$ cat src/rtl/cache_axi_rd_arbiter.sv
// cache_axi_rd_arbiter
// Shares one AXI4 read address/data channel pair between the ICache and DCache
// miss paths. Round-robin grant, a single outstanding burst, and returned beats
// are steered combinationally to whichever cache owns the current transaction.
module cache_axi_rd_arbiter #(
    parameter int unsigned LINE_WORDS = 4,
    parameter logic [3:0]  ID_I       = 4'd0,
    parameter logic [3:0]  ID_D       = 4'd1
) (
    input  logic        clk,
    input  logic        reset,

    input  logic        i_req,
    input  logic [31:0] i_addr,
    input  logic        i_single,
    output logic        i_ack,
    output logic        i_ret_valid,
    output logic        i_ret_last,
    output logic [31:0] i_ret_data,

    input  logic        d_req,
    input  logic [31:0] d_addr,
    input  logic        d_single,
    output logic        d_ack,
    output logic        d_ret_valid,
    output logic        d_ret_last,
    output logic [31:0] d_ret_data,

    output logic        ret_err,
    output logic        proto_err,

    output logic [3:0]  arid,
    output logic [31:0] araddr,
    output logic [7:0]  arlen,
    output logic [2:0]  arsize,
    output logic [1:0]  arburst,
    output logic        arvalid,
    input  logic        arready,

    input  logic [3:0]  rid,
    input  logic [31:0] rdata,
    input  logic [1:0]  rresp,
    input  logic        rlast,
    input  logic        rvalid,
    output logic        rready
);

    // Byte span of one cache line, used to align burst start addresses.
    localparam logic [31:0] LINE_MASK = ~(32'(LINE_WORDS * 4) - 32'd1);
    localparam logic [7:0]  LINE_LEN  = 8'(LINE_WORDS - 1);

    // Owner encoding: 0 = ICache, 1 = DCache.
    localparam logic OWN_I = 1'b0;
    localparam logic OWN_D = 1'b1;

    typedef enum logic [1:0] {
        S_IDLE = 2'd0,
        S_AR   = 2'd1,
        S_R    = 2'd2
    } state_t;

    state_t      state_q, state_d;
    logic        owner_q;
    logic        last_owner_q;
    logic [31:0] addr_q;
    logic        single_q;
    logic [3:0]  cnt_q;
    logic        proto_err_q;

    logic        any_req;
    logic        grant_d;
    logic        take_req;
    logic        r_beat;
    logic        beat_err;
    logic [3:0]  cur_id;
    logic [7:0]  cur_len;

    // On a tie the cache that did not own the previous burst wins.
    assign any_req  = i_req | d_req;
    assign grant_d  = (i_req && d_req) ? ~last_owner_q : d_req;
    assign take_req = (state_q == S_IDLE) && any_req;
    assign r_beat   = (state_q == S_R) && rvalid;

    assign cur_id  = (owner_q == OWN_D) ? ID_D : ID_I;
    assign cur_len = single_q ? 8'd0 : LINE_LEN;

    // A beat is malformed if rlast disagrees with the beat count or the id is foreign.
    assign beat_err = (rid != cur_id)
                    || (rlast && ({4'd0, cnt_q} != cur_len))
                    || (!rlast && ({4'd0, cnt_q} == cur_len));

    // Address channel fields come straight from the latched request, so they
    // stay constant for as long as arvalid waits on arready.
    assign arid    = cur_id;
    assign arlen   = cur_len;
    assign araddr  = single_q ? (addr_q & ~32'd3) : (addr_q & LINE_MASK);
    assign arsize  = 3'b010;
    assign arburst = 2'b01;

    assign i_ret_data = rdata;
    assign d_ret_data = rdata;
    assign proto_err  = proto_err_q;

    // State register.
    always_ff @(posedge clk) begin
        if (reset) begin
            state_q <= S_IDLE;
        end else begin
            state_q <= state_d;
        end
    end

    // Next-state: idle until a request, hold AR until accepted, stay in R until rlast.
    always_comb begin
        state_d = state_q;
        unique case (state_q)
            S_IDLE: if (any_req)          state_d = S_AR;
            S_AR:   if (arready)          state_d = S_R;
            S_R:    if (rvalid && rlast)  state_d = S_IDLE;
            default:                      state_d = S_IDLE;
        endcase
    end

    // Outputs: arvalid/ack in AR, rready and owner-steered beat qualifiers in R.
    always_comb begin
        arvalid     = 1'b0;
        rready      = 1'b0;
        i_ack       = 1'b0;
        d_ack       = 1'b0;
        i_ret_valid = 1'b0;
        d_ret_valid = 1'b0;
        i_ret_last  = 1'b0;
        d_ret_last  = 1'b0;
        ret_err     = 1'b0;
        unique case (state_q)
            S_AR: begin
                arvalid = 1'b1;
                i_ack   = arready && (owner_q == OWN_I);
                d_ack   = arready && (owner_q == OWN_D);
            end
            S_R: begin
                rready      = 1'b1;
                i_ret_valid = rvalid && (owner_q == OWN_I);
                d_ret_valid = rvalid && (owner_q == OWN_D);
                i_ret_last  = rvalid && rlast && (owner_q == OWN_I);
                d_ret_last  = rvalid && rlast && (owner_q == OWN_D);
                ret_err     = rvalid && (rresp != 2'b00);
            end
            default: ;
        endcase
    end

    // Control state: owner selection, round-robin history, beat count, sticky error.
    always_ff @(posedge clk) begin
        if (reset) begin
            owner_q      <= OWN_I;
            last_owner_q <= OWN_I;
            cnt_q        <= 4'd0;
            proto_err_q  <= 1'b0;
        end else begin
            if (take_req) begin
                owner_q <= grant_d;
            end
            if (r_beat) begin
                if (rlast) begin
                    cnt_q        <= 4'd0;
                    last_owner_q <= owner_q;
                end else begin
                    cnt_q <= cnt_q + 4'd1;
                end
                if (beat_err) begin
                    proto_err_q <= 1'b1;
                end
            end
        end
    end

    // Request payload captured at grant; only meaningful while a burst is in flight.
    always_ff @(posedge clk) begin
        if (take_req) begin
            addr_q   <= (grant_d == OWN_D) ? d_addr : i_addr;
            single_q <= (grant_d == OWN_D) ? d_single : i_single;
        end
    end

endmodule

$ cat config.mk
export PLATFORM = sky130hd
export DESIGN_NAME = cache_axi_rd_arbiter
export DESIGN_NICKNAME = d
export VERILOG_FILES = /design/src/rtl/cache_axi_rd_arbiter.sv
export SDC_FILE = /design/constraint.sdc
export NUM_CORES = 1
export LEC_CHECK = 0
export BUFFER_PORTS_ARGS = -buffer_cell sky130_fd_sc_hd__clkbuf_2
export CAP_MARGIN = 20
export CELL_PAD_IN_SITES_DETAIL_PLACEMENT = 0
export CELL_PAD_IN_SITES_GLOBAL_PLACEMENT = 1
export CORE_AREA = 4 4 106 108
export DETAILED_ROUTE_END_ITERATION = 16
export DIE_AREA = 0 0 110 112
export PLACE_DENSITY = 0.91
export SKIP_CTS_REPAIR_TIMING = 1
export SLEW_MARGIN = 30
export SYNTH_ARGS = -nofsm -noshare
export SYNTH_HDL_FRONTEND = slang
export SYNTH_SLANG_ARGS = --single-unit
$ cat constraint.sdc
create_clock -name clk -period 2.2 [get_ports clk]
set_clock_uncertainty 0.2 [all_clocks]
set_input_delay 0.55 -clock clk [delete_from_list [all_inputs] [get_ports clk]]
set_output_delay 0.55 -clock clk [all_outputs]
set_load 0.005 [all_outputs]
Word level (Yosys, flattened, before mapping). Cells that the tools add are included.

Input bits: 111. Bits in registers: 42. Word-level logic and storage cells: 60.

Eq/ne operators: 8. Bitwise gates (word level): 3. Mux-type cells: 20. Reduce and logical (&&, ||, !) cells: 21. Add/sub/neg operators: 1.

Operators with widths (count): 2-to-1 mux 32 bit (1); logical AND 1 bit (13); 2-to-1 mux 1 bit (12); 2-to-1 mux 2 bit (4); 2-to-1 mux 4 bit (2); case mux 2 bit (3 select lines) (1); adder 4 x 1 -> 4 bit (second input constant) (1); == test 4 x 2 -> 1 bit (1); inequality test 2 bit (second input constant) (2); inequality test 4 x 1 -> 1 bit (1); inequality test 4 x 2 -> 1 bit (1); AND reduction 2 bit (2); AND reduction 3 bit (1); == test 2 x 1 -> 1 bit (second input constant) (1); == test 2 bit (second input constant) (1); logical NOT 2 bit (1); logical OR 1 bit (2); inequality test 2 x 1 -> 1 bit (second input constant) (1); NOT 1 bit (2); nonzero test 2 bit (1); logical NOT 1 bit (1); OR 1 bit (1).

Depth between registers and ports, before layout.
Depth after elaboration: 6. Mapped depth: 5. Gate-level depth less buffers: 4.

Worst setup path before layout. No wires, ideal clock.

Path type: in2reg. Start: input port i_req. End: register addr_q[10], enable pin. Setup time: 0.390 ns. Arrival time: 1.312 ns. Path buffers: 0. Stages on the path: 1. Path slack: 0.298 ns. Path through: o21a_1.

Longest elaborated chain between the ends: 2.

RTL lines: from (decl) (line 13) `input logic i_req,`; OR 1 bit (line 79) `assign any_req = i_req | d_req;`; logical AND 1 bit (line 81) `assign take_req = (state_q == S_IDLE) && any_req;`; to (signal assigned) (line 181) `addr_q <= (grant_d == OWN_D) ? d_addr : i_addr;`; to (decl) (line 65) `logic [31:0] addr_q;`.

Every way passes these cells. A chain may end at the register's enable or synchronous reset.

Final worst setup path.
Start: register state_q[1]. End: output port i_ret_last.

Longest elaborated chain between the ends: 2.

RTL lines: from (decl) (line 62) `state_t state_q, state_d;`; from (signal assigned) (line 109) `state_q <= state_d;`; == test 2 bit (line 135) `unique case (state_q)`; 2-to-1 mux 1 bit (line 135); to (decl) (line 18) `output logic i_ret_last,`.

Every way passes these cells.

==> flow_summary.toml <==
[power]
combPwrFrac_pct = 18.1
p_sw_share_pct = 24.1
power.internal_mw = 1.28
power_switching_mw = 0.405
pwr-share-clk_pct = 26.6
ir_drop_mv = 0.181
p_per_area_mw_per_mm2 = 614
seqPwrFrac_pct = 55.2
leakage_nw = 1.24

[die]
core_sq_mm = 0.0102
die_x_microns = 110
rows = 37
start_util_pct = 25.8
die_h_microns = 112
io_pins = 234
die_area_sq_mm = 0.0123

[critical_path]
crit_path_max_fanout = 5
rrSetupSlack_ps = 490
worstPathArrival_ps = 1350
reg2reg_from = "single_q"
crit_end = "i_ret_last"
crit_start = "state_q[1]"
slowest_stage = "dfxtp_1"
end_kind = "primary output"
crit_required_ps = 1450
cp-start-kind = "register"
reg2regPathDepth = 4
crit_chain = "nor2b_2 > nand3_1 > nor2_1 > clkbuf_2"
regToRegEndpoint = "proto_err"
slowest_delay_ps = 390
critical_path_class = "reg -> out"

[cts]
clock_latency_ps = 280
cts_made_buffers = 5
cts.sinks = 40
h-tree-depth = 2
cts_tree = "yes"
clk_path_buf_depth = 2
cts-root-buf = "clkbuf_8"
clk_pin_slew_ps = 70

[timing]
rsz0062_at_grt = "yes"
maxClockFrequency_mhz = 476
timing.final.crit_share_pct = 95.4
period_minus_slack_ps = 2100
slew_violations = 0
whs_ps = 302
finalHoldViolations = 0
setup_viol = 0

[global_route]
grt_pass1_wl_microns = 7600
grt_max_degree = 33
use_met1_pct = 7.68
antenna_found_initial = 0
globalRouteMet3Util_pct = 2.90
grt_pass1_vias = 1560
grt.busiest_layer = "met2"
grt_usage_pct = 8.01
grt_util_met2_pct = 14.4
overflow = 0

[synthesis]
syn-cell-area_sq_mm = 0.00264
synth_top_area_share_pct = 35.3
synth_top_cell_by_area = "edfxtp_1"
ys_warn_count = 0
ys_types = 33
yosysSeqAreaShare_pct = 42.1
synthCells = 242
syn_avg_cell_area_sq_um = 10.9
synthTopCellsByArea = "edfxtp_1, buf_4, mux2_2"
ys_seq_elements = 40

[placement]
post-dp-hpwl_microns = 4270
gp_congestion = 0.668
place_area_sq_mm = 0.00266
portBuffers = 117

[cells_and_area]
final_nets = 380
layout_common_cells = "clkbuf_2, mux2_2, edfxtp_1, conb_1, nor2_1"
antenna_cells = 0
regArea_sq_mm = 0.00111
drive_above_1_share_pct = 60.4
areaGrowthSynthToFinish_pct = 3.70
multi_input_area_sq_um = 741
layout_commonest_cell = "clkbuf_2"
filler_cell_count = 1085
final_area_sq_mm = 0.00274

[routing]
vias = 1547
vias_per_cell = 3.83
drc = 0
firstDrtPassIters = 4
wire_per_inst_microns = 13.0
ant_nets = 0
drt_iter0_drc = 12
totalWireLength_microns = 5250

[flow_run]
drv_cap = 0

[hold_path]
min-delay-path-class = "in -> reg"

[status]
run_status = "complete, no violations"
-- registers in the layout (all words and copies together), names as in the netlist --
register / count
state_q: 2
single_q: 1
cnt_q: 4
last_owner_q: 1
addr_q: 30
proto_err: 1
owner_q: 1
-- how the worst min path moves through the flow --
stage                     from         end  slack (ps)  cells past startpoint
floorplan           state_q[1]  state_q[0]         250                      1
CTS                    arready  state_q[0]         290                      2
global placement      cnt_q[1]    cnt_q[1]         290                      2
detailed placement    cnt_q[1]    cnt_q[1]         300                      2
global route           arready  state_q[0]         320                      2
finish                 arready  state_q[0]         300                      2
-- power groups by stage --
stage	combinational [mW]	sequential [mW]	clock [mW]
after CTS	0.313	0.931	0.476
final	0.304	0.928	0.448
after global routing	0.341	0.938	0.507
after floorplan	0.324	0.935	0
after detailed placement	0.310	0.948	0
after global placement	0.303	0.944	0
-- per-layer routing --
layer	routed length (microns)	share of wire (%)
met4	148	2.8
met2	2730	52
met3	598	11
met5	0	0
met1	1770	34
-- cell usage after synthesis (all sizes together) --
cell,number
a211oi,1
nand4,1
o21a,1
nand3b,1
mux2,31
and2,3
nand3,2
a22oi,1
inv,1
xnor2,2
or3b,1
clkbuf,2
edfxtp,31
nand4b,1
nor3,3
dfxtp,9
nand2b,1
xor2,2
conb,2
mux2i,1
ha,1
and3,2
buf,113
a21oi,3
a21boi,1
nor2,13
nor2b,2
nand2,8
a2111oi,1
and3b,1
-- critical path: cells and delay by family, from the launching register on --
family | cells | cell delay [ps]
buffers and inverters | 1 | 140
and+or+nand+nor | 3 | 540
DFF | 1 | 390
-- kinds of logic (layout without fill, tap and decap cells) --
| logic type | count (synthesis) | after routing | share of synthesized area (%) |
|---|---|---|---|
| compound gates | 8 | 8 | 2.23 |
| mux | 32 | 32 | 13.6 |
| other cells | 2 | 16 | 0.285 |
| xor+xnor | 4 | 4 | 1.33 |
| buf+inv | 116 | 128 | 32.3 |
| simple gates | 39 | 39 | 7.64 |
| flops | 40 | 40 | 42.1 |
| fa+ha+maj | 1 | 1 | 0.474 |
-- through the flow --
step	power, mW	utilization, %	TNS (ps)	setup slack, ps	cells
finish	1.68	26.7	0	101	404
detailed placement	1.26	26.0	0	248	397
floorplan	1.26	-	0	298	256
global placement	1.25	26.0	0	267	397
CTS	1.72	26.7	0	23.8	404
global route	1.79	26.7	-14.8	-8.82	404
-- layout make-up --
type	instances	share of cell area, %
inverters	1	0.137
multi-input cells	100	27.1
repair buffers	120	23.1
clock buffers	5	2.52
flip-flops and latches	40	40.6
well taps	136	6.22
clock inverters	2	0.274
No activity file was read; power rests on OpenSTA's default activity.
